==> src/rtl/inst_fetch_queue_if.sv <==
// Fetch-queue bus: redirect input, instruction-memory handshake and decode-side queue head.
// master = fetch queue, slave = surrounding pipeline / memory.
interface inst_fetch_queue_if #(
    parameter int unsigned DATA_W = 32,
    parameter int unsigned DEPTH  = 4
);
    localparam int unsigned CNT_W = $clog2(DEPTH) + 1;

    logic              redirect;
    logic [31:0]       redirect_pc;
    logic              req_valid;
    logic [31:0]       req_addr;
    logic              req_ready;
    logic              resp_valid;
    logic [DATA_W-1:0] resp_data;
    logic              out_valid;
    logic [31:0]       out_pc;
    logic [DATA_W-1:0] out_instr;
    logic              out_adel;
    logic              out_ready;
    logic [CNT_W-1:0]  count;

    modport master (
        input  redirect, redirect_pc, req_ready, resp_valid, resp_data, out_ready,
        output req_valid, req_addr, out_valid, out_pc, out_instr, out_adel, count
    );

    modport slave (
        output redirect, redirect_pc, req_ready, resp_valid, resp_data, out_ready,
        input  req_valid, req_addr, out_valid, out_pc, out_instr, out_adel, count
    );
endinterface

==> src/rtl/inst_fetch_queue.sv <==
// Instruction-fetch front end: owns the fetch PC, keeps at most one request in flight,
// buffers returned words (with PC and address-error flag) in a DEPTH-entry FIFO.
// Optional feature macro: FETCHQ_BYPASS_EN (empty-queue response forwarded to out_* in the
// same cycle; consumed without a write when out_ready is high).
module inst_fetch_queue #(
    parameter int unsigned DEPTH    = 4,
    parameter int unsigned DATA_W   = 32,
    parameter logic [31:0] PC_RESET = 32'hBFC00000
) (
    input  logic             clk,
    input  logic             rst,
    inst_fetch_queue_if.master bus
);
    localparam int unsigned PTR_W = $clog2(DEPTH);
    localparam int unsigned CNT_W = PTR_W + 1;
    localparam int unsigned SUM_W = CNT_W + 1;

    logic [31:0]       pc_q, pc_d;
    logic [31:0]       issue_pc_q, issue_pc_d;
    logic [CNT_W-1:0]  count_q, count_d;
    logic [PTR_W-1:0]  rd_ptr_q, rd_ptr_d;
    logic [PTR_W-1:0]  wr_ptr_q, wr_ptr_d;
    logic              inflight_q, inflight_d;
    logic              drop_q, drop_d;
    logic              halted_q, halted_d;

    logic [31:0]       mem_pc_q    [DEPTH];
    logic [DATA_W-1:0] mem_instr_q [DEPTH];
    logic              mem_adel_q  [DEPTH];

    logic              resp_take_c, resp_push_c, bypass_c, fifo_valid_c;
    logic              push_c, pop_c, space_c, fetch_ok_c, req_valid_c, hs_c;
    logic              misalign_c, wr_en_c;
    logic [SUM_W-1:0]  sum_c;
    logic [31:0]       wr_pc_c;
    logic [DATA_W-1:0] wr_instr_c;

    // Handshake decode, issue rule and queue-head presentation
    always_comb begin
        resp_take_c  = bus.resp_valid && inflight_q;
        resp_push_c  = resp_take_c && !drop_q;
        fifo_valid_c = (count_q != '0);
`ifdef FETCHQ_BYPASS_EN
        bypass_c     = !fifo_valid_c && resp_push_c;
`else
        bypass_c     = 1'b0;
`endif
        pop_c        = fifo_valid_c && bus.out_ready;
        push_c       = resp_push_c && !(bypass_c && bus.out_ready);
        // Occupancy if everything outstanding lands: queued + in flight - leaving + arriving
        sum_c        = SUM_W'(count_q) + SUM_W'(inflight_q) + SUM_W'(push_c) - SUM_W'(pop_c);
        space_c      = sum_c < SUM_W'(DEPTH);
        fetch_ok_c   = !rst && !bus.redirect && !halted_q && space_c;
        req_valid_c  = fetch_ok_c && (pc_q[1:0] == 2'b00) && (!inflight_q || bus.resp_valid);
        hs_c         = req_valid_c && bus.req_ready;
        // A misaligned PC only arises from a redirect, so it never collides with a response push
        misalign_c   = fetch_ok_c && (pc_q[1:0] != 2'b00) && !push_c;
        wr_en_c      = !bus.redirect && (push_c || misalign_c);
        wr_pc_c      = misalign_c ? pc_q : issue_pc_q;
        wr_instr_c   = misalign_c ? '0 : bus.resp_data;

        bus.req_valid = req_valid_c;
        bus.req_addr  = pc_q;
        bus.count     = count_q;
        bus.out_valid = fifo_valid_c || bypass_c;
        bus.out_pc    = '0;
        bus.out_instr = '0;
        bus.out_adel  = 1'b0;
        if (fifo_valid_c) begin
            bus.out_pc    = mem_pc_q[rd_ptr_q];
            bus.out_instr = mem_instr_q[rd_ptr_q];
            bus.out_adel  = mem_adel_q[rd_ptr_q];
        end else if (bypass_c) begin
            bus.out_pc    = issue_pc_q;
            bus.out_instr = bus.resp_data;
        end
    end

    // Next-state: redirect flushes everything, otherwise issue / response / push / pop
    always_comb begin
        pc_d       = pc_q;
        issue_pc_d = issue_pc_q;
        count_d    = count_q;
        rd_ptr_d   = rd_ptr_q;
        wr_ptr_d   = wr_ptr_q;
        inflight_d = inflight_q;
        drop_d     = drop_q;
        halted_d   = halted_q;
        if (bus.redirect) begin
            pc_d       = bus.redirect_pc;
            count_d    = '0;
            rd_ptr_d   = '0;
            wr_ptr_d   = '0;
            halted_d   = 1'b0;
            inflight_d = inflight_q && !bus.resp_valid;
            drop_d     = inflight_q && !bus.resp_valid;
        end else begin
            if (resp_take_c) begin
                inflight_d = 1'b0;
                drop_d     = 1'b0;
            end
            if (hs_c) begin
                inflight_d = 1'b1;
                issue_pc_d = pc_q;
                pc_d       = pc_q + 32'd4;
            end
            if (misalign_c) begin
                halted_d = 1'b1;
            end
            if (wr_en_c) begin
                wr_ptr_d = wr_ptr_q + PTR_W'(1);
            end
            if (pop_c) begin
                rd_ptr_d = rd_ptr_q + PTR_W'(1);
            end
            count_d = count_q + CNT_W'(wr_en_c) - CNT_W'(pop_c);
        end
    end

    // Control state registers
    always_ff @(posedge clk or posedge rst) begin
        if (rst) begin
            pc_q       <= PC_RESET;
            issue_pc_q <= '0;
            count_q    <= '0;
            rd_ptr_q   <= '0;
            wr_ptr_q   <= '0;
            inflight_q <= 1'b0;
            drop_q     <= 1'b0;
            halted_q   <= 1'b0;
        end else begin
            pc_q       <= pc_d;
            issue_pc_q <= issue_pc_d;
            count_q    <= count_d;
            rd_ptr_q   <= rd_ptr_d;
            wr_ptr_q   <= wr_ptr_d;
            inflight_q <= inflight_d;
            drop_q     <= drop_d;
            halted_q   <= halted_d;
        end
    end

    // FIFO storage; contents are masked at the output while the slot is unoccupied
    always_ff @(posedge clk) begin
        if (wr_en_c) begin
            mem_pc_q[wr_ptr_q]    <= wr_pc_c;
            mem_instr_q[wr_ptr_q] <= wr_instr_c;
            mem_adel_q[wr_ptr_q]  <= misalign_c;
        end
    end
endmodule

==> src/flat_wrapper.sv <==
// flat-port wrapper written by rule: the top's interface ports become plain ports
module inst_fetch_queue_flat 
#(
    parameter int unsigned DEPTH    = 4,
    parameter int unsigned DATA_W   = 32,
    parameter logic [31:0] PC_RESET = 32'hBFC00000
)
  (clk, rst, bus_redirect, bus_redirect_pc, bus_req_ready, bus_resp_valid, bus_resp_data, bus_out_ready, bus_req_valid, bus_req_addr, bus_out_valid, bus_out_pc, bus_out_instr, bus_out_adel, bus_count);
  inst_fetch_queue_if #(.DATA_W(DATA_W), .DEPTH(DEPTH)) bus_i ();
  input  logic clk;
  input  logic rst;
  input wire logic [$bits(bus_i.redirect)-1:0] bus_redirect;
  input wire logic [$bits(bus_i.redirect_pc)-1:0] bus_redirect_pc;
  input wire logic [$bits(bus_i.req_ready)-1:0] bus_req_ready;
  input wire logic [$bits(bus_i.resp_valid)-1:0] bus_resp_valid;
  input wire logic [$bits(bus_i.resp_data)-1:0] bus_resp_data;
  input wire logic [$bits(bus_i.out_ready)-1:0] bus_out_ready;
  output wire logic [$bits(bus_i.req_valid)-1:0] bus_req_valid;
  output wire logic [$bits(bus_i.req_addr)-1:0] bus_req_addr;
  output wire logic [$bits(bus_i.out_valid)-1:0] bus_out_valid;
  output wire logic [$bits(bus_i.out_pc)-1:0] bus_out_pc;
  output wire logic [$bits(bus_i.out_instr)-1:0] bus_out_instr;
  output wire logic [$bits(bus_i.out_adel)-1:0] bus_out_adel;
  output wire logic [$bits(bus_i.count)-1:0] bus_count;
  assign bus_i.redirect = bus_redirect;
  assign bus_i.redirect_pc = bus_redirect_pc;
  assign bus_i.req_ready = bus_req_ready;
  assign bus_i.resp_valid = bus_resp_valid;
  assign bus_i.resp_data = bus_resp_data;
  assign bus_i.out_ready = bus_out_ready;
  assign bus_req_valid = bus_i.req_valid;
  assign bus_req_addr = bus_i.req_addr;
  assign bus_out_valid = bus_i.out_valid;
  assign bus_out_pc = bus_i.out_pc;
  assign bus_out_instr = bus_i.out_instr;
  assign bus_out_adel = bus_i.out_adel;
  assign bus_count = bus_i.count;
  inst_fetch_queue #(.DEPTH(DEPTH), .DATA_W(DATA_W), .PC_RESET(PC_RESET)) u_core (.clk(clk), .rst(rst), .bus(bus_i));
endmodule
==> config.mk <==
export PLATFORM = sky130hd
export DESIGN_NAME = inst_fetch_queue_flat
export DESIGN_NICKNAME = d
export VERILOG_FILES = /design/src/rtl/inst_fetch_queue_if.sv /design/src/rtl/inst_fetch_queue.sv /design/src/flat_wrapper.sv
export SDC_FILE = /design/constraint.sdc
export NUM_CORES = 1
export LEC_CHECK = 0
export BUFFER_PORTS_ARGS = -buffer_cell sky130_fd_sc_hd__buf_2
export CAP_MARGIN = 20
export CORE_UTILIZATION = 40
export CTS_BUF_LIST = sky130_fd_sc_hd__clkbuf_4 sky130_fd_sc_hd__clkbuf_8
export CTS_CLUSTER_DIAMETER = 150
export DETAILED_ROUTE_END_ITERATION = 7
export GPL_TIMING_DRIVEN = 0
export PLACE_DENSITY = 0.65
export SKIP_CTS_REPAIR_TIMING = 1
export SLEW_MARGIN = 20
export SYNTH_ARGS = -nofsm -noshare
export SYNTH_HDL_FRONTEND = slang
export SYNTH_SLANG_ARGS = --single-unit
==> constraint.sdc <==
create_clock -name clk -period 9.5 [get_ports clk]
set_clock_uncertainty 0.1 [all_clocks]
set_input_delay 1.425 -clock clk [delete_from_list [all_inputs] [get_ports clk]]
set_output_delay 1.425 -clock clk [all_outputs]
set_load 0.02 [all_outputs]
==> results.yml, run 1 <==
timing:
  fin_crit_sh_pct: 54.1
  clock.fmax_mhz: 195
  final-setup-viol-count: 0
  tightest_slew_ns: 0.922
  slew_viol_final: 0
  period_needed_ns: 5.14
  holdWs_ns: 0.364
  hold_viol_final: 0
  slew_headroom_pct: 38.5
  rsz0062_at_grt: "no"
  fin_setup_tns_ns: 0
yosys:
  muxShareOfSynthArea_pct: 13.7
  yosysSeqAreaShare_pct: 68.0
  syn_avg_cell_area_um2: 15.6
  synth-compound-area-share_pct: 3.67
  yosysTopAreaCell: "edfxtp_1"
  synthArstFlopShare_pct: 22.2
  yosysMostFrequentCell: "edfxtp_1"
  synthXorXnorAreaFrac_pct: 0.431
  synth_nets: 994
  syn_area_mm2: 0.0142
  synthAdderAreaFrac_pct: 0.933
  yosys-top-cells-count: "edfxtp_1, nand2_1, and2_1"
  synth-seq-cells: 334
  synth-edff-count: 260
  synth.distinct_cells: 56
  ys.flop_type: "edfxtp_1"
  synth_top_family_by_area: "multiplexers"
  synth_area_leaders: "edfxtp_1, dfrtp_1, mux4_2"
  yosys.area.top_type_share_pct: 54.9
  yosys.area_share.simple_pct: 11.2
  synth_cells: 914
  yosysWarnings: 0
status:
  status: "finished clean"
worst_setup_path:
  crit_slowest_cell: "mux2_2"
  critPathBufInv: 3
  slowest_delay_ns: 0.43
  required_ns: 7.98
  worstSetupPathType: "input port to output port"
  path_max_fanout: 10
  endpoint_kind: "output port"
  path_cells: "buf_2 > nand2_1 > or2_2 > ha_1 > nand2_1 > o21ai_1 > mux2_2 > buf_2 > nor2_1 > buf_2"
  worstSetupStartpointType: "input port"
  crit_arrival_ns: 3.62
  cp_top_family: "simple AND/OR/NAND/NOR gates"
  crit_top_cell: "buf_2"
global_routing:
  grt_pass1_vias: 8796
  antenna_found_initial: 2
  grt_pass1_wl_um: 52200
  grt_max_degree: 43
  grt_util_all_layers_pct: 19.2
  gr-total-overflow: 0
clock_tree:
  cts_sinks: 334
  cts_max_level: 2
  worstSkewPairLatency_ns: 0.60
  clk_pin_slew_worst_paths_ns: 0.06
  clk_path_buf_depth: 3
  cts_tree: "built"
  cts_root_buffer: "clkbuf_8"
  cts_buffers: 55
route:
  drt_iter0_markers: 529
  routed_wl_um: 34200
  drc: 0
  routedWlPerCell_um: 20.8
  avgViaCountPerCell: 5.16
  antenna_left: 0
  first_pass_iters: 5
  vias: 8482
finish:
  drive_gt1_share_pct: 33.6
  multi_input_area_mm2: 0.00426
  final_cells: 1645
  syn2layout_area_growth_pct: 18.4
  nFillCells: 3073
  diodes: 0
  fin_nets: 1227
  utilization_pct: 48.4
  seq_area_mm2: 0.00967
floorplan:
  num_rows: 68
  fp.dieW_um: 191
  ios: 172
  core_region_area_mm2: 0.0348
  die_area_mm2: 0.0363
  start_util_pct: 40.9
  die_h_um: 191
place:
  dp.cells: 1545
  port_buffers: 171
  place_hpwl_um: 22600
  place_congestion: 0.870
flow_run:
  cap_viol_max_count: 0
min_path:
  hold_class: "register to register"
pwr:
  p_total_mw: 4.52
  p_leak_nw: 6.38
  ir_worst_vdd_mv: 0.136
  p_per_area_mw_per_mm2: 268
-- worst paths after layout --
check | from | endpoint | slack (ns) | cells after the start
max | bus_out_ready | bus_req_valid | 4.36 | 10
min | u_core.issue_pc_q[29] | u_core.issue_pc_q[29] | 0.36 | 2
max reg2reg | u_core.bus.count[2] | u_core.mem_instr_q[3][30] | 5.58 | 11
min reg2reg | u_core.issue_pc_q[29] | u_core.issue_pc_q[29] | 0.36 | 2
max in group asynchronous | rst | u_core.issue_pc_q[13] | 7.92 | 3
min in group asynchronous | rst | u_core.halted_q | 0.79 | 2
-- layout make-up --
type | instances | share of cell area, %
Inverter | 20 | 0.461
Clock buffer | 73 | 5.45
Multi-Input combinational cell | 510 | 25.3
Sequential cell | 334 | 57.4
Tap cell | 455 | 3.38
Buffer | 50 | 1.34
Timing Repair Buffer | 176 | 5.77
Clock inverter | 27 | 0.892
-- flip-flops by register name, indices dropped and copies added (netlist names) --
signal / cells
u_core.wr_ptr_q: 2
u_core.drop_q: 1
u_core.mem_adel_q: 4
u_core.bus.req_addr: 32
u_core.issue_pc_q: 32
u_core.mem_instr_q: 128
u_core.rd_ptr_q: 2
u_core.inflight_q: 1
u_core.halted_q: 1
u_core.mem_pc_q: 128
u_core.bus.count: 3
-- tightest hold or removal path, delay by kind of cell (launching register included) --
| family | cells | cell delay (ns) |
|---|---|---|
| flip-flops | 1 | 0.34 |
| AND/OR/NAND/NOR | 2 | 0.10 |
-- metal layers --
layer / GRT usage (%) / wire length [um] / vias to the layer above / share of wire [%]
li1: - / - / 3917 / -
met1: 26.4 / 15100 / 4204 / 44
met2: 30.6 / 16000 / 303 / 47
met3: 4.14 / 2310 / 54 / 6.7
met4: 5.78 / 681 / 4 / 2.0
met5: 0 / 26 / - / 0.076
-- cells by family after synthesis --
kind of cell,Yosys count
DFF,334
and+or+nand+nor,307
muxes,108
AOI/OAI and AO/OA,78
buffers and inverters,70
adders and majority gates,10
xor gates and xnor gates,7
-- placed cells by master (no fill, tap or decap), types with 5 or more instances in the layout --
master    Yosys  routed
edfxtp_1    260     260
buf_2        12     183
nand2_1     106     106
and2_1       77      73
mux4_2       65      65
dfrtp_1      65      65
clkbuf_8      0      59
nor2b_1      33      33
clkbuf_1     32      31
mux2_2       31      31
nor2_1       26      26
o21ai_1      21      21
inv_1        20      19
nand3_1      14      14
clkbuf_4      0      14
a21oi_1      12      12
clkinv_1      0      12
clkinv_2      0      12
or3_1        10      10
ha_1          9       9
dfstp_2       9       9
and3_1        8       8
nor3_1        8       8
o21ai_0       7       7
nand4_1       7       7
mux2_1        6       6
o211ai_1      6       6
o311ai_1      6       6
xor2_1        5       5
mux2i_1       5       5
nor4_1        5       5
-- per-stage QoR --
step / setup slack (ns) / instance area, um2
detailed placement: 4.42 / 15800
CTS: 4.41 / 16800
global placement: 2.78 / 15600
global route: 4.24 / 16800
finish: 4.36 / 16800
floorplan: 4.53 / 14200
-- power by group --
part           internal, mW  switching [mW]
registers              1.82          0.0796
clock network         0.655           0.571
logic                 0.547           0.842
No activity file was read; power rests on OpenSTA's default activity.
==> inputs of run 2 (changes only) <==
- PLACE_DENSITY: 0.65 -> 0.68
- clock period: 9.5 -> 4.4 ns (I/O delays scaled with it)
==> run 2 against run 1 <==
  * Worst setup slack lost 4.1 ns
  * Largest cell class unchanged
  * Via count grew 1.5%
  * Power grew 120%
  * Design area grew 0.87%
==> results.yml, run 2 (same netlist as run 1, synthesis figures left out) <==
clock_tree:
  clk_pin_slew_worst_paths_ns: 0.06
  cts_buffers: 55
  cts_sinks: 334
  cts_tree: "built"
  worstSkewPairLatency_ns: 0.58
  clk_path_buf_depth: 3
  cts_max_level: 2
  cts_root_buffer: "clkbuf_8"
place:
  place_congestion: 0.842
  dp.cells: 1545
  dpl-instance-area_mm2: 0.0158
  port_buffers: 171
  place_hpwl_um: 22400
  pre_cts_ws_ns: 0.399
pwr:
  power.internal_mw: 6.79
  swShare_pct: 31.9
  p_per_area_mw_per_mm2: 587
  clkPwrFrac_pct: 28.7
  p_leak_nw: 6.46
  p_switching_mw: 3.19
  comb_power_share_pct: 30.2
  seqPwrFrac_pct: 41.2
  ir_worst_vdd_mv: 0.285
  p_total_mw: 9.97
route:
  antenna_left: 0
  routedWlPerCell_um: 20.4
  vias: 8607
  drt_iter0_markers: 549
  avgViaCountPerCell: 5.22
  drc: 0
  routed_wl_um: 33600
  first_pass_iters: 5
timing:
  final-setup-viol-count: 0
  hold_viol_final: 0
  setup_ws_ns: 0.269
  holdWs_ns: 0.195
  clock.fmax_mhz: 242
  slew_viol_final: 0
  fin_crit_sh_pct: 93.9
  rsz0062_at_grt: "no"
  fin_setup_tns_ns: 0
  tightest_slew_ns: 0.916
  period_needed_ns: 4.13
  slew_headroom_pct: 38.9
worst_setup_path:
  worstSetupStartpointType: "register"
  rr_worst_depth: 10
  crit_arrival_ns: 3.37
  timing.rr.start: "u_core.bus.count[2]"
  required_ns: 3.64
  endpoint_kind: "output port"
  critPathLaunch: "u_core.bus.count[2]"
  endpoint: "bus_req_valid"
  reg2reg_setup_slack_ns: 0.57
  path_max_fanout: 10
  crit-reg2reg-capture: "u_core.mem_instr_q[3][2]"
  worstSetupPathType: "register to output port"
finish:
  syn2layout_area_growth_pct: 19.5
  final_cells: 1649
  largest_registers: "u_core.mem_instr_q x128, u_core.mem_pc_q x128"
  most-common-layout-cells: "edfxtp_1, buf_2, nand2_1"
  nFillCells: 3042
  fin_nets: 1228
  final_cell_area_mm2: 0.0170
  final_common_cell: "edfxtp_1"
  utilization_pct: 48.8
  drive_gt1_share_pct: 34.5
floorplan:
  num_rows: 68
  start_util_pct: 40.9
  die_area_mm2: 0.0363
  fp.dieW_um: 191
  die_h_um: 191
  ios: 172
  core_region_area_mm2: 0.0348
flow_run:
  cap_viol_max_count: 0
status:
  status: "finished clean"
global_routing:
  antenna_found_initial: 2
  grt_util_all_layers_pct: 18.8
  gr-total-overflow: 0
  grt_pass1_vias: 8674
  grt_max_degree: 51
  grt_pass1_wl_um: 51300
min_path:
  hold_class: "input port to register"
  holdPathStages: 2
run 2: cell types whose count changed in the layout (fill, tap and decap cells not counted), moves of 2 or more:
cell and delta:
clkinv_1 -9, clkinv_2 -8, clkbuf_4 +15, clkbuf_8 +4, clkinvlp_4 -2
run 2: area by class of cell:
| cell class | count | area (um2) | share of cell area [%] |
|---|---|---|---|
| Sequential cell | 334 | 9670 | 56.9 |
| Multi-Input combinational cell | 510 | 4260 | 25.1 |
| Clock buffer | 92 | 1080 | 6.39 |
| Timing Repair Buffer | 177 | 988 | 5.82 |
| Tap cell | 455 | 569 | 3.35 |
| Buffer | 50 | 225 | 1.33 |
| Clock inverter | 10 | 103 | 0.604 |
| Inverter | 20 | 77.6 | 0.457 |
| Antenna cell | 1 | 2.50 | 0.0147 |
run 2: critical path: stages, from the launching register on:
cell	delay (ns)
dfrtp_1	0.44
or3_4	0.47
nand2_2	0.14
or2_2	0.13
nand2_1	0.05
ha_1	0.26
nand2_1	0.05
o21ai_1	0.22
mux2_2	0.43
buf_2	0.22
nor2_1	0.18
buf_2	0.20
run 2: worst min path at each step:
| stage | end | startpoint |
|---|---|---|
| floorplan | u_core.issue_pc_q[25] | u_core.issue_pc_q[25] |
| global placement | u_core.issue_pc_q[25] | u_core.issue_pc_q[25] |
| detailed placement | u_core.issue_pc_q[28] | u_core.issue_pc_q[28] |
| CTS | u_core.rd_ptr_q[1] | rst |
| global route | u_core.bus.req_addr[0] | bus_redirect_pc[0] |
| finish | u_core.drop_q | bus_resp_valid |
run 2: per-layer routing:
metal	share of wire [%]	wire length, um	track usage [%]
met1	44	14900	26.4
met2	46	15600	29.7
met3	7.1	2390	3.85
met4	2.1	705	5.51
met5	0.036	12	0
run 2: power groups by stage:
| stage | combinational (mW) | clock, mW | sequential, mW |
|---|---|---|---|
| final | 3.01 | 2.86 | 4.11 |
| after global routing | 3.29 | 3.06 | 4.14 |
| after CTS | 3.07 | 2.92 | 4.11 |
| after detailed placement | 3.05 | 0 | 4.17 |
| after global placement | 3.00 | 0 | 4.17 |
| after floorplan | 2.01 | 0 | 4.17 |
